<file path="config.mk">
export PLATFORM = sky130hd
export DESIGN_NAME = ex_mem_stage_reg
export DESIGN_NICKNAME = d
export VERILOG_FILES = /design/src/rtl/ex_mem_stage_reg.sv
export SDC_FILE = /design/constraint.sdc
export NUM_CORES = 1
export LEC_CHECK = 0
export CAP_MARGIN = 25
export CELL_PAD_IN_SITES_DETAIL_PLACEMENT = 1
export CELL_PAD_IN_SITES_GLOBAL_PLACEMENT = 2
export CORE_UTILIZATION = 18
export DETAILED_ROUTE_END_ITERATION = 6
export GPL_ROUTABILITY_DRIVEN = 0
export HOLD_SLACK_MARGIN = 0.03
export PLACE_DENSITY_LB_ADDON = 0.1
export SLEW_MARGIN = 5
export SYNTH_ARGS = -nofsm -noshare
export SYNTH_HDL_FRONTEND = slang
export SYNTH_SLANG_ARGS = --single-unit
</file>
<file path="constraint.sdc">
create_clock -name clk_i -period 1.27 [get_ports clk_i]
set_input_delay 0.1905 -clock clk_i [delete_from_list [all_inputs] [get_ports clk_i]]
set_output_delay 0.1905 -clock clk_i [all_outputs]
set_load 0.03 [all_outputs]
</file>
<file path="src/rtl/ex_mem_stage_reg.sv">
// EX/MEM pipeline register: captures ALU result, branch outcome, store data and MEM/WB controls,
// with hazard-unit stall (hold) and flush (bubble) control plus MEM-stage forwarding hit detection.
module ex_mem_stage_reg #(
    parameter int DATA_W = 32,
    parameter int REG_AW = 5
) (
    input  logic              clk_i,
    input  logic              rst_i,
    input  logic              stall_i,
    input  logic              flush_i,
    input  logic              ex_valid_i,
    input  logic [DATA_W-1:0] ex_alu_result_i,
    input  logic              ex_zero_i,
    input  logic [DATA_W-1:0] ex_branch_target_i,
    input  logic [DATA_W-1:0] ex_rt_data_i,
    input  logic [REG_AW-1:0] ex_rd_addr_i,
    input  logic              ex_reg_write_i,
    input  logic              ex_mem_read_i,
    input  logic              ex_mem_write_i,
    input  logic              ex_mem_to_reg_i,
    input  logic              ex_branch_i,
    input  logic              ex_branch_ne_i,
    input  logic [REG_AW-1:0] fwd_rs_addr_i,
    input  logic [REG_AW-1:0] fwd_rt_addr_i,
    output logic              mem_valid_o,
    output logic [DATA_W-1:0] mem_alu_result_o,
    output logic [DATA_W-1:0] mem_branch_target_o,
    output logic [DATA_W-1:0] mem_rt_data_o,
    output logic [REG_AW-1:0] mem_rd_addr_o,
    output logic              mem_reg_write_o,
    output logic              mem_mem_read_o,
    output logic              mem_mem_write_o,
    output logic              mem_mem_to_reg_o,
    output logic              mem_branch_taken_o,
    output logic              fwd_rs_hit_o,
    output logic              fwd_rt_hit_o,
    output logic [7:0]        bubble_cnt_o
);

    // Flow control: stall_i holds every register; flush_i (or an invalid EX slot when not
    // stalled) loads a bubble. Flush beats stall, reset beats both.
    logic load_bubble;
    logic load_ex;
    logic ex_taken;
    logic fwd_src_ok;

    assign load_bubble = flush_i | (~stall_i & ~ex_valid_i);
    assign load_ex     = ~flush_i & ~stall_i & ex_valid_i;
    // Branch outcome is frozen from the zero flag at capture time.
    assign ex_taken    = (ex_branch_i & ex_zero_i) | (ex_branch_ne_i & ~ex_zero_i);

    always_ff @(posedge clk_i) begin
        if (rst_i) begin
            mem_valid_o         <= 1'b0;
            mem_alu_result_o    <= '0;
            mem_branch_target_o <= '0;
            mem_rt_data_o       <= '0;
            mem_rd_addr_o       <= '0;
            mem_reg_write_o     <= 1'b0;
            mem_mem_read_o      <= 1'b0;
            mem_mem_write_o     <= 1'b0;
            mem_mem_to_reg_o    <= 1'b0;
            mem_branch_taken_o  <= 1'b0;
            bubble_cnt_o        <= 8'd0;
        end else if (load_bubble) begin
            mem_valid_o         <= 1'b0;
            mem_alu_result_o    <= '0;
            mem_branch_target_o <= '0;
            mem_rt_data_o       <= '0;
            mem_rd_addr_o       <= '0;
            mem_reg_write_o     <= 1'b0;
            mem_mem_read_o      <= 1'b0;
            mem_mem_write_o     <= 1'b0;
            mem_mem_to_reg_o    <= 1'b0;
            mem_branch_taken_o  <= 1'b0;
            if (bubble_cnt_o != 8'hFF) begin
                bubble_cnt_o <= bubble_cnt_o + 8'd1;
            end
        end else if (load_ex) begin
            mem_valid_o         <= 1'b1;
            mem_alu_result_o    <= ex_alu_result_i;
            mem_branch_target_o <= ex_branch_target_i;
            mem_rt_data_o       <= ex_rt_data_i;
            mem_rd_addr_o       <= ex_rd_addr_i;
            mem_reg_write_o     <= ex_reg_write_i;
            mem_mem_read_o      <= ex_mem_read_i;
            mem_mem_write_o     <= ex_mem_write_i;
            mem_mem_to_reg_o    <= ex_mem_to_reg_i;
            mem_branch_taken_o  <= ex_taken;
        end
    end

    // Loads have no data yet at this stage and r0 is hardwired, so neither may forward.
    assign fwd_src_ok   = mem_valid_o & mem_reg_write_o & ~mem_mem_read_o & (mem_rd_addr_o != '0);
    assign fwd_rs_hit_o = fwd_src_ok & (mem_rd_addr_o == fwd_rs_addr_i);
    assign fwd_rt_hit_o = fwd_src_ok & (mem_rd_addr_o == fwd_rt_addr_i);

endmodule

</file>
Word level (Yosys, flattened, before mapping):

Index checks and enable logic that the tools add are counted.

* bits in registers: 115
* bits in latches: 0
* RAM bits: 0
* ROM bits: 0
* output and inout port bits: 117
* memories kept: 0

* add/sub/neg operators: 1
* $mul: 0
* div/mod/pow operators: 0
* magnitude comparators: 0
* eq/ne operators: 3
* shift-type cells: 0
* muxes and demuxes: 0
* bitwise logic cells: 17
* reductions and logical operators: 3

Operators by type and width (number)
* AND 1 bit: 10
* equality test 5 bit: 2
* adder 8 x 1 -> 8 bit, second input constant: 1
* != test 8 bit, second input constant: 1
* NOT 1 bit: 5
* nonzero test 5 bit: 1
* OR 1 bit: 2
* AND reduction 2 bit: 1
* OR reduction 2 bit: 1

Logic depth before layout (Yosys ltp):

Gate-level depths: netlist (run 1).

* depth in word-level cells: 4
* depth in mapped cells: 7
* depth with buffers taken out: 5

Worst setup path before layout (run 1):

OpenSTA, ideal clock, no wires.

* kind: reg2out
* from: register mem_rd_addr_o[0]
* to: output fwd_rs_hit_o
* arrival: 1.833 ns
* data required time: 1.080 ns
* slack: -0.754 ns
* stages on the path, launching flop included: 4
* path buffers: 0
* path through: dfxtp_1 > or4_1 > o21ai_0 > nor4_1

* longest elaborated chain between the ends: 3
* elaborated cells between the ends (all ways): 4
* those cells by class: 1 x eq/ne; 2 x bitwise; 1 x reduce/logical

RTL lines
* from (decl): line 29 `output logic [REG_AW-1:0] mem_rd_addr_o,`
* from (signal assigned): line 84 `mem_rd_addr_o <= ex_rd_addr_i;`
* nonzero test 5 bit: line 94 `assign fwd_src_ok = mem_valid_o & mem_reg_write_o & ~mem_mem_read_o & (mem_rd_addr_o != '0);`
* AND 1 bit: line 94
* AND 1 bit *: line 95 `assign fwd_rs_hit_o = fwd_src_ok & (mem_rd_addr_o == fwd_rs_addr_i);`
* to (decl): line 35 `output logic fwd_rs_hit_o,`

Every way passes the cells marked *; elsewhere a longest branch is shown, timed or not.

Final worst setup path (run 1):

* from: register mem_rd_addr_o[3]
* to: output fwd_rt_hit_o

* longest elaborated chain between the ends: 3
* elaborated cells between the ends (all ways): 4
* those cells by class: 1 x eq/ne; 2 x bitwise; 1 x reduce/logical

RTL lines
* nonzero test 5 bit: line 94
* AND 1 bit: line 94
* AND 1 bit *: line 96 `assign fwd_rt_hit_o = fwd_src_ok & (mem_rd_addr_o == fwd_rt_addr_i);`
* to (decl): line 36 `output logic fwd_rt_hit_o,`

Marked as above.

==> key figures, run 1 <==
Clock tree
  • Num CTS Buffers: 17
  • Hold bufs inserted after CTS: 0
  • Clk pin slew, worst setup/hold paths: 0.06 ns
  • H-Tree Depth: 4
  • Clk sinks: 115
  • Longest Clk Path Bufs: 2
  • CTS tree: built
  • CTS Root Cell: clkbuf_16
  • Worst-skew pair later-pin latency: 0.41 ns

Route
  • Via Count: 4,572
  • Total iterations of the first detailed-routing run: 4
  • Drt drc: 0
  • DR vias/cell: 4.06
  • Number of routed nets with antenna violations: 0
  • Post-Route WL: 17,800 um
  • Drt wl/cell: 15.8 um
  • DRT iter0 DRCs: 114

Yosys
  • Share of the synthesized area in the top cell type: 53.0%
  • Seq/Total Area, Yosys: 53.0%
  • Distinct cell type count after synthesis: 31
  • Mean Syn Cell Area: 8.22 um2
  • Synthesized cell area: 0.00435 mm2
  • Synth Register Bits: 115
  • Synth Instances: 529
  • Synth top area cells: dfxtp_1 (53%), nand2_1 (19%), a21oi_1 (8.9%), a21oi_2 (6.0%), buf_2 (2.4%)
  • Synth area leader: dfxtp_1
  • Synth Net Count: 653
  • Warnings, synthesis: 0

Cells and area
  • Most common cell after layout, fill and taps aside: nand2_1
  • Leading cell types in the layout, fill and taps excluded: nand2_1 (213), clkdlybuf4s50_1 (119), dfxtp_1 (102)
  • Design area: 0.00825 mm2
  • FF/Latch Area: 0.00233 mm2
  • Filler instances: 2,739
  • Area growth from synthesis to layout: 89.8%
  • Layout cells sized above 1: 30.8%
  • Antenna cells: 0
  • Fin cells: 1,125
  • Post-layout util: 35.0%
  • Nets: 918
  • Area of the multi-input gates: 0.00196 mm2

Worst setup path
  • RR Startpoint: bubble_cnt_o[1]
  • CP max FO: 2
  • WP data required: 1.08 ns
  • Critical path origin: mem_rd_addr_o[3]
  • Cell depth of the worst flop-to-flop path: 5
  • Internal reg-to-reg setup slack: 0.06 ns
  • Worst R2R End: bubble_cnt_o[1]
  • Crit path capture type: output port
  • Startpoint Class: flop
  • Worst Setup EP: fwd_rt_hit_o
  • Critical path class: flop to output port
  • WP data arrival: 1.69 ns

Floorplanning
  • Die area: 0.0248 mm2
  • I/O pin count: 240
  • Core ar.: 0.0235 mm2
  • Initial Util: 18.5%
  • Number of cell rows: 56
  • Die Width: 157 um
  • Die Span Y: 157 um

Power
  • Worst VDD drop: 680 uV
  • Pwr Density: 1190 mW/mm2
  • Leak: 3.12 nW

Place
  • Dpl cell area: 0.00768 mm2
  • Placed Cells: 1,087
  • Port Buffer Count: 239
  • HPWL after DPL: 12,500 um

Timing
  • Tightest Pin Transition: 0.273 ns
  • Final Critical Period: 1.88 ns
  • Pins Over Slew Limit: 0
  • Final setup fails: 3
  • PnR worst setup slack: -0.611 ns
  • RSZ-0062 raised after global routing: true
  • Final hold violation count: 0
  • Max-slew headroom: 81.8%
  • Fmax: 0.532 GHz
  • Layout Skew: 0.00162 ns
  • Part of the cycle the worst path needs: 148%

Global route
  • Largest net degree at the start of global routing: 57
  • First-pass GRT wire length: 25,900 um
  • Number of global-route vias before repair: 4,802
  • Total track usage: 13.8%
  • GRT overflow: 0
  • Antenna violations before repair: 1

Min path
  • Worst min path class: input port to flop

Run status
  • Outcome: finished with violations
  • Failing checks: setup timing

Job
  • Max Cap Viol: 0
timing repair:
item                       CTS  global route
resized for setup          267           108
pin swaps                    2             4
cloned                       0             5
setup endpoints to repair  110           146
buffers inserted             0             2
power breakdown:
group	total (W)	switching [W]	internal, W
combinational	0.00105	0.000457	0.000596
sequential	0.00369	0.0000378	0.00365
clock	0.00509	0.00173	0.00336
total	0.00983	0.00223	0.00760
cell usage after synthesis, drive strengths merged:
cell type	count
a211oi	2
a21oi	107
a311oi	1
a31oi	2
and2	1
and4	1
and4b	1
buf	28
clkbuf	8
dfxtp	115
ha	1
inv	1
mux2i	3
nand2	216
nand3	4
nand4	2
nor2	12
nor3	4
nor3b	1
nor4	2
o21a	1
o21ai	1
o21bai	1
o31ai	1
or2	1
or4	1
xnor2	6
xor2	5
flip-flops by register name, summed over array words and instances (netlist names):
name / count
mem_mem_write_o: 1
mem_mem_to_reg_o: 1
mem_alu_result_o: 32
mem_branch_target_o: 32
mem_valid_o: 1
mem_reg_write_o: 1
mem_rt_data_o: 32
bubble_cnt_o: 8
mem_mem_read_o: 1
mem_rd_addr_o: 5
mem_branch_taken_o: 1
critical path, cell delays in order, from the launching register on:
cell and delay [ns]:
dfxtp_2 0.31, or4_4 0.54, o21ai_4 0.23, nor4_4 0.05, buf_6 0.14
final cells by class:
cell class | instances | area share [%]
repair buffers | 282 | 35.5
flip-flops and latches | 115 | 28.3
multi-input cells | 377 | 23.8
clock buffers | 23 | 6.07
well taps | 319 | 4.84
clock inverters | 8 | 1.47
inverters | 1 | 0.0455
worst min-delay path by stage:
stage / from / endpoint / slack (ns) / cells after the start
after detailed placement: mem_branch_target_o[30] / mem_branch_target_o[30] / 0.44 / 2
after floorplan: ex_rd_addr_i[0] / mem_rd_addr_o[0] / 0.32 / 2
after global placement: mem_branch_target_o[30] / mem_branch_target_o[30] / 0.44 / 2
after CTS: ex_alu_result_i[23] / mem_alu_result_o[23] / 0.30 / 3
final: ex_alu_result_i[23] / mem_alu_result_o[23] / 0.32 / 3
after global routing: ex_rd_addr_i[0] / mem_rd_addr_o[0] / 0.32 / 3
per-stage QoR:
stage	setup TNS (ns)	hold WS, ns	total power, W	setup WS (ns)
2_1_floorplan	-0.299	0.316	0.00414	-0.150
3_3_place_gp	-45.89	0.440	0.00478	-0.464
3_5_place_dp	-48.36	0.445	0.00480	-0.499
4_1_cts	-1.46	0.304	0.00997	-0.644
5_1_grt	-1.60	0.318	0.0102	-0.675
6_report	-1.38	0.323	0.00983	-0.611
layer usage:
layer  up-vias  wire, um  track usage [%]
li1       2251         -                -
met1      2154      7310             15.5
met2       149      8480             22.3
met3        16      1720             7.10
met4         2       283             4.58
met5         -        13                0
cell families (layout without fill, tap and decap cells):
kind of cell | Yosys count | after routing | synth area share [%]
buf+inv | 37 | 314 | 4.84
compound gates | 116 | 116 | 16.8
simple gates | 246 | 246 | 22.3
fa+ha+maj | 1 | 1 | 0.288
xor+xnor | 11 | 11 | 2.22
mux | 3 | 3 | 0.691
flops | 115 | 115 | 53.0
(Power assumes the default switching activity.)
==> run 2, diff against run 1 <==
- CORE_MARGIN: not set -> 1
- CTS_BUF_LIST: not set -> sky130_fd_sc_hd__clkbuf_16
==> run 2 against run 1 <==
  * The flow still finishes with violations (setup timing)
  * Utilization grew 0.18 points
  * Cell area is 0.50% higher
  * Global-route usage about the same
  * Clock power decreased by 2%
  * Setup slack got worse by 0.0052 ns
  * Flip-flop and latch count is the same
  * Non-clock buffer count is 3 higher
  * Clock skew rose by 0.00056 ns
==> key figures, run 2 (synthesis gave the netlist of run 1 again) <==
Timing
  • Final setup fails: 3
  • Tightest Pin Transition: 0.268 ns
  • Layout Skew: 0.00218 ns
  • PnR worst setup slack: -0.616 ns
  • Final hold violation count: 0
  • Final Critical Period: 1.89 ns
  • Fmax: 0.530 GHz
  • Max-slew headroom: 82.0%
  • Part of the cycle the worst path needs: 148%
  • Pins Over Slew Limit: 0
  • RSZ-0062 raised after global routing: true

Global route
  • First-pass GRT wire length: 26,000 um
  • Total track usage: 13.8%
  • Antenna violations before repair: 1
  • Number of global-route vias before repair: 4,821
  • Largest net degree at the start of global routing: 57
  • GRT overflow: 0

Place
  • Placed Cells: 1,087
  • Port Buffer Count: 239
  • Post-place setup slack: -0.499 ns
  • HPWL after DPL: 12,500 um

Worst setup path
  • Worst Setup EP: fwd_rt_hit_o
  • WP data arrival: 1.70 ns
  • Internal reg-to-reg setup slack: 0.06 ns
  • CP max FO: 2
  • WP data required: 1.08 ns
  • Startpoint Class: flop
  • Critical path origin: mem_rd_addr_o[3]
  • Cell depth of the worst flop-to-flop path: 5
  • Critical path class: flop to output port
  • Crit path capture type: output port
  • Worst R2R End: bubble_cnt_o[1]
  • RR Startpoint: bubble_cnt_o[1]

Route
  • Via Count: 4,575
  • Total iterations of the first detailed-routing run: 4
  • Drt drc: 0
  • Number of routed nets with antenna violations: 0
  • Drt wl/cell: 15.9 um
  • DR vias/cell: 4.06
  • DRT iter0 DRCs: 110
  • Post-Route WL: 17,900 um

Floorplanning
  • I/O pin count: 240
  • Core ar.: 0.0235 mm2
  • Number of cell rows: 56
  • Initial Util: 18.5%
  • Die Width: 157 um
  • Die area: 0.0248 mm2
  • Die Span Y: 157 um

Clock tree
  • CTS tree: built
  • Worst-skew pair later-pin latency: 0.41 ns
  • Num CTS Buffers: 17
  • Clk sinks: 115
  • H-Tree Depth: 4
  • CTS Root Cell: clkbuf_16
  • Clk pin slew, worst setup/hold paths: 0.06 ns
  • Longest Clk Path Bufs: 2

Power
  • Worst VDD drop: 673 uV
  • Final Power: 0.00975 W
  • Leak: 3.15 nW
  • Pwr Density: 1180 mW/mm2

Min path
  • Worst min path class: input port to flop

Cells and area
  • Layout cells sized above 1: 30.9%
  • Fin cells: 1,128
  • Biggest regs: mem_alu_result_o x32, mem_branch_target_o x32, mem_rt_data_o x32
  • Area growth from synthesis to layout: 90.8%
  • Filler instances: 2,734
  • Antenna cells: 0
  • Most common cell after layout, fill and taps aside: nand2_1
  • Leading cell types in the layout, fill and taps excluded: nand2_1 (213), clkdlybuf4s50_1 (119), dfxtp_1 (102)
  • Nets: 921

Run status
  • Failing checks: setup timing
  • Outcome: finished with violations

Job
  • Max Cap Viol: 0
[run 2: cell types whose count changed in the layout (fill, tap and decap cells not counted)]
cell / delta
clkbuf_8: -1
inv_1: +3
buf_4: +2
clkdlybuf4s15_2: +2
buf_8: +1
clkinv_1: +1
buf_2: -2
buf_12: +1
clkbuf_1: -3
buf_6: -1
[run 2: final cells by class]
class	count	area (um2)	area share, %
inverters	1	3.75	0.0453
repair buffers	285	2980	36.0
clock inverters	12	136	1.64
clock buffers	19	475	5.73
multi-input cells	377	1960	23.7
well taps	319	399	4.81
flip-flops and latches	115	2330	28.1
[run 2: per-layer routing]
layer | track usage (%) | routed length (um)
met4 | 4.85 | 279
met3 | 6.94 | 1720
met1 | 15.6 | 7410
met5 | 0 | 13
met2 | 22.3 | 8510
[run 2: timing repair]
action / 4_1_cts / 5_1_grt
gates cloned: 0 / 5
hold endpoints to repair: 0 / 0
setup buffers: 0 / 5
pin swaps: 2 / 4
resized for setup: 278 / 94
endpoints found under the setup margin: 110 / 137
hold buffers: 0 / 0
[run 2: how the worst min path moves through the flow]
stage	from	end	depth (start not counted)
2_1_floorplan	ex_rd_addr_i[0]	mem_rd_addr_o[0]	2
3_3_place_gp	mem_branch_target_o[30]	mem_branch_target_o[30]	2
3_5_place_dp	mem_branch_target_o[30]	mem_branch_target_o[30]	2
4_1_cts	ex_rt_data_i[12]	mem_rt_data_o[12]	3
5_1_grt	ex_rd_addr_i[0]	mem_rd_addr_o[0]	3
6_report	ex_rt_data_i[6]	mem_rt_data_o[6]	3
[run 2: report_power, final]
part | switching [W] | total (W) | internal, W
logic | 0.000461 | 0.00107 | 0.000606
clock network | 0.00172 | 0.00499 | 0.00327
registers | 0.0000378 | 0.00369 | 0.00365
total | 0.00222 | 0.00975 | 0.00753
[run 2: critical path, cell delays in order, from the launching register on]
cell	delay, ns
dfxtp_2	0.32
or4_4	0.54
o21ai_4	0.23
nor4_4	0.05
buf_6	0.14
[run 2: metrics by stage]
stage	util (%)	TNS (ns)	hold slack, ns	instance area [um2]
final	35.2	-1.39	0.326	8290
after global routing	35.2	-1.61	0.320	8290
after CTS	35.1	-1.46	0.303	8270
after detailed placement	32.6	-48.36	0.445	7680
after global placement	32.6	-45.89	0.440	7680
after floorplan	-	-0.299	0.316	4450
